### src/rtl/serial_sub_pkg.sv
// Shared definitions for the bit-serial subtractor: FSM state encoding and
// a constant-evaluable clog2 used to size the bit counter.
package serial_sub_pkg;

    typedef enum logic [1:0] {
        IDLE  = 2'd0,
        SHIFT = 2'd1,
        DONE  = 2'd2
    } state_t;

    function automatic int unsigned clog2(input int unsigned v);
        int unsigned r;
        r = 0;
        while ((64'd1 << r) < 64'(v)) r++;
        return r;
    endfunction

endpackage

### src/rtl/serial_sub_full_sub.sv
// Single-bit full-subtractor cell: d = a - b - bin, bout set on underflow.
module full_sub (
    input  logic a,
    input  logic b,
    input  logic bin,
    output logic d,
    output logic bout
);

    assign d    = a ^ b ^ bin;
    assign bout = (~a & b) | (~(a ^ b) & bin);

endmodule

### src/rtl/serial_sub.sv
// Bit-serial WIDTH-bit subtractor (a - b - bin), LSB first, one full_sub
// cell plus a borrow flip-flop; start/busy/done handshake.
module serial_sub
    import serial_sub_pkg::*;
#(
    parameter int unsigned WIDTH = 8
) (
    input  logic             clk,
    input  logic             rst,
    input  logic             start,
    input  logic [WIDTH-1:0] a,
    input  logic [WIDTH-1:0] b,
    input  logic             bin,
    output logic             busy,
    output logic             done,
    output logic [WIDTH-1:0] diff,
    output logic             bout
);

    localparam int unsigned CW = clog2(WIDTH) + 1;
    localparam logic [CW-1:0] LAST = CW'(WIDTH - 1);

    state_t           state;
    logic [WIDTH-1:0] sa;
    logic [WIDTH-1:0] sb;
    logic [WIDTH-1:0] sr;
    logic [WIDTH-1:0] sr_next;
    logic [CW-1:0]    cnt;
    logic             br;
    logic             d;
    logic             bo;

    full_sub u_cell (
        .a    (sa[0]),
        .b    (sb[0]),
        .bin  (br),
        .d    (d),
        .bout (bo)
    );

    // Concatenate-then-shift so the same expression also covers WIDTH=1.
    assign sr_next = WIDTH'({d, sr} >> 1);

    always_ff @(posedge clk or posedge rst) begin
        if (rst) begin
            state <= IDLE;
            sa    <= '0;
            sb    <= '0;
            sr    <= '0;
            cnt   <= '0;
            br    <= 1'b0;
            busy  <= 1'b0;
            done  <= 1'b0;
            diff  <= '0;
            bout  <= 1'b0;
        end else begin
            case (state)
                IDLE, DONE: begin
                    done <= 1'b0;
                    if (start) begin
                        sa    <= a;
                        sb    <= b;
                        br    <= bin;
                        cnt   <= '0;
                        busy  <= 1'b1;
                        state <= SHIFT;
                    end else begin
                        state <= IDLE;
                    end
                end
                SHIFT: begin
                    sa  <= sa >> 1;
                    sb  <= sb >> 1;
                    sr  <= sr_next;
                    br  <= bo;
                    cnt <= cnt + 1'b1;
                    if (cnt == LAST) begin
                        diff  <= sr_next;
                        bout  <= bo;
                        done  <= 1'b1;
                        busy  <= 1'b0;
                        state <= DONE;
                    end
                end
                default: begin
                    busy  <= 1'b0;
                    done  <= 1'b0;
                    state <= IDLE;
                end
            endcase
        end
    end

endmodule

### config.mk
export PLATFORM = sky130hd
export DESIGN_NAME = serial_sub
export DESIGN_NICKNAME = d
export VERILOG_FILES = /design/src/rtl/serial_sub_pkg.sv /design/src/rtl/serial_sub_full_sub.sv /design/src/rtl/serial_sub.sv
export SDC_FILE = /design/constraint.sdc
export NUM_CORES = 1
export LEC_CHECK = 0
export CORE_MARGIN = 3
export CORE_UTILIZATION = 43
export CTS_BUF_LIST = sky130_fd_sc_hd__clkbuf_4 sky130_fd_sc_hd__clkbuf_8
export DETAILED_ROUTE_END_ITERATION = 10
export PLACE_DENSITY = 0.65
export SLEW_MARGIN = 25
export SYNTH_ARGS = -nofsm -noshare
export SYNTH_HDL_FRONTEND = slang
export SYNTH_SLANG_ARGS = --single-unit
### constraint.sdc
create_clock -name clk -period 1.5 [get_ports clk]
set_input_delay 0.225 -clock clk [delete_from_list [all_inputs] [get_ports clk]]
set_output_delay 0.225 -clock clk [all_outputs]
set_load 0.05 [all_outputs]
==> results.tsv, run 1 <==
metric	value	unit
layout.nets	193	
yosys_warnings	0	
synth.avg_cell_area	12.7	um^2
ios	31	
crit_end	diff[1]$_DFFE_PP0P_	
final_area	2210	um^2
synth_area_leaders	dfrtp_1 59%, a22o_1 8.8%, a21o_1 6.2%	
slew_headroom	72.2	%
drc	0	
synth_nets	155	
crit_path_start	cnt[1]$_DFFE_PP0P_	
fin_cells	220	
yosys.area.top_type	dfrtp_1	
place_ws	-0.0103	ns
synth_cells	133	
area_growth_syn_to_layout	31.2	%
htreeDepth	2	
row_count	22	
slew_violations	0	
slowest_delay	0.38	ns
synth_top_area_share	59.5	%
vias_per_cell	5.22	
p_leak	1.12	nW
clock_latency	0.29	ns
arrival	1.67	ns
utilization	59.4	%
busiest_layer	met2	
ys_ff_latch	40	
cap_violations	0	
syn-cell-area	1680	um^2
r2r-start	cnt[1]$_DFFE_PP0P_	
worstReg2RegEnd	diff[1]$_DFFE_PP0P_	
hold_viol_final	0	
cts_tree	done	
clock_skew	0.00645	ns
placed_cells	211	
p_seq_share	37.1	%
grt_max_degree	41	
min_period_over_period	99.5	%
vias	1149	
tightest_slew	0.416	ns
clockRootBuffer	clkbuf_8	
core	3720	um^2
n_antenna_cell	0	
path_clk_slew	0.07	ns
initialDrtViolationCount	61	
placed_cell_area	2070	um^2
wl_per_cell	14.3	um
fmax	0.670	GHz
layout_setup_ws	0.00770	ns
use_met1	17.6	%
io_buffers	30	
grt_overflow	0	
drtPass1Iterations	4	
cp_max_fo	9	
rsz0062_at_grt	true	
p_int	3.17	mW
ir_worst_vdd	0.00109	V
netSwitchingFraction	36.7	%
grtUsageMet3	5.83	%
cpMaxStageDelayCell	dfrtp_1	
grt_pass1_wl	5300	um
cts_sinks	40	
power_switching	1.84	mW
outcome	completed	
die_h	68.6	um
place.gp.congestion	0.722	
yosysMostFrequentCell	dfrtp_1	
cts_made_buffers	5	
antenna_found_initial	0	
p_total	5.00	mW
cp-end-kind	flip-flop	
fill_cells	314	
ys_types	24	
cts_hold_buf	0	
startpoint_type	flip-flop	
grt_pass1_vias	1212	
fp.dieW	68.6	um
hold_class	in -> async	
dieArea	4700	um^2
p_clk_share	18.6	%
drtAntennaViolNets	0	
synth-edff-count	0	
ys.flop_type	dfrtp_1	
crit_required	1.68	ns
ys_seq_area_share	59.5	%
setup_viol	0	
synth_common_cells	40 x dfrtp_1, 21 x nand2_1, 17 x a22o_1	
min_period	1.49	ns
drive_gt1_share	24.4	%
rr_worst_depth	4	
synthArstFlopShare	100	%
start_util	45.3	%
p_comb_share	44.3	%
clock_path_buffers	2	
grt_usage	15.8	%
worstSetupPathType	reg -> reg	
routed_wirelength	3150	um
rrSetupSlack	0.008	ns
powerDensity	2270	nW/um^2
path_cells	ha_2 > nand3b_1 > nor2_4 > mux2_2	
dp_hpwl	2230	um
met2_usage	27.1	%
## power groups by stage
stage	sequential, mW	clock [mW]	combinational [mW]
after CTS	1.85	0.960	2.23
after floorplan	2.20	0	1.26
final	1.85	0.932	2.22
after global routing	1.91	1.02	2.44
after detailed placement	1.87	0	2.21
after global placement	1.84	0	2.15
## metal layers
layer	part of all wire, %	wire, um
met1	42	1330
met2	51	1610
met3	6.0	188
met4	0.60	19
met5	0	0
## repair_timing
| item | 4_1_cts | 5_1_grt |
|---|---|---|
| buffers inserted | 1 | 0 |
| hold endpoints to repair | 0 | 0 |
| resized for setup | 0 | 2 |
| endpoints found under the setup margin | 8 | 9 |
| gates cloned | 0 | 0 |
## through the flow
stage,TNS (ns),hold slack (ns)
6_report,0,0.286
5_1_grt,-0.643,0.314
4_1_cts,-0.0102,0.289
3_5_place_dp,-0.0103,0.466
3_3_place_gp,0,0.456
2_1_floorplan,0,0.365
## critical path: cells and delay by family, from the launching register on
| family | cells | cell delay [ns] |
|---|---|---|
| flip-flops | 1 | 0.38 |
| AND/OR/NAND/NOR | 2 | 0.44 |
| adder cells (fa/ha/maj) | 1 | 0.20 |
| multiplexers | 1 | 0.37 |
## flip-flops by register name (all words and copies together), names as in the netlist
name / count
sr: 7
bout: 1
sb: 8
busy: 1
br: 1
sa: 8
diff: 8
cnt: 4
state: 1
done: 1
## worst min path at each step
stage	start	endpoint	slack, ns	cells after the start
after floorplan	a[7]	sa[7]$_DFFE_PP0P_	0.36	1
after global placement	sr[1]$_DFFE_PP0P_	sr[1]$_DFFE_PP0P_	0.46	2
after detailed placement	sr[1]$_DFFE_PP0P_	sr[1]$_DFFE_PP0P_	0.47	2
after CTS	rst	diff[6]$_DFFE_PP0P_	0.29	3
after global routing	rst	sr[5]$_DFFE_PP0P_	0.31	3
final	rst	diff[6]$_DFFE_PP0P_	0.29	3
## cells by family after synthesis
family                   share of synthesized area [%]
AND/OR/NAND/NOR                                   10.3
adder cells (fa/ha/maj)                           1.93
flip-flops                                        59.5
multiplexers                                      7.21
AO/OA/AOI/OAI                                     17.3
buffers and inverters                             3.79
## layout by cell type (no fill, tap or decap), types with 3 or more instances in the layout
cell type and count:
inv_1 3, buf_4 15, mux2_2 9, buf_12 4, a21o_1 14, dfrtp_1 39
clkdlybuf4s50_1 19, nand2_1 21, clkbuf_8 7, a22o_1 17
## layout make-up
type                       count  area (um^2)  area share [%]
inverter                       3         11.3           0.510
clock buffer                   7         96.3            4.36
tap                           48         60.1            2.72
timing repair buffer          38          383            17.3
clock inverter                 1         30.0            1.36
multi-input combinational     83          626            28.3
sequential                    40         1000            45.4
Note: power is estimated with default switching activity, not from simulation.
==> inputs of run 2 (changes only) <==
--- a/config.mk
+++ b/config.mk
@@ -5,6 +5,7 @@
 export SDC_FILE = /design/constraint.sdc
 export NUM_CORES = 1
 export LEC_CHECK = 0
+export CAP_MARGIN = 20
 export CORE_MARGIN = 3
 export CORE_UTILIZATION = 43
 export CTS_BUF_LIST = sky130_fd_sc_hd__clkbuf_4 sky130_fd_sc_hd__clkbuf_8
==> results of run 2 <==
Same layout as run 1: the final DEF is identical, and so are final timing and power.
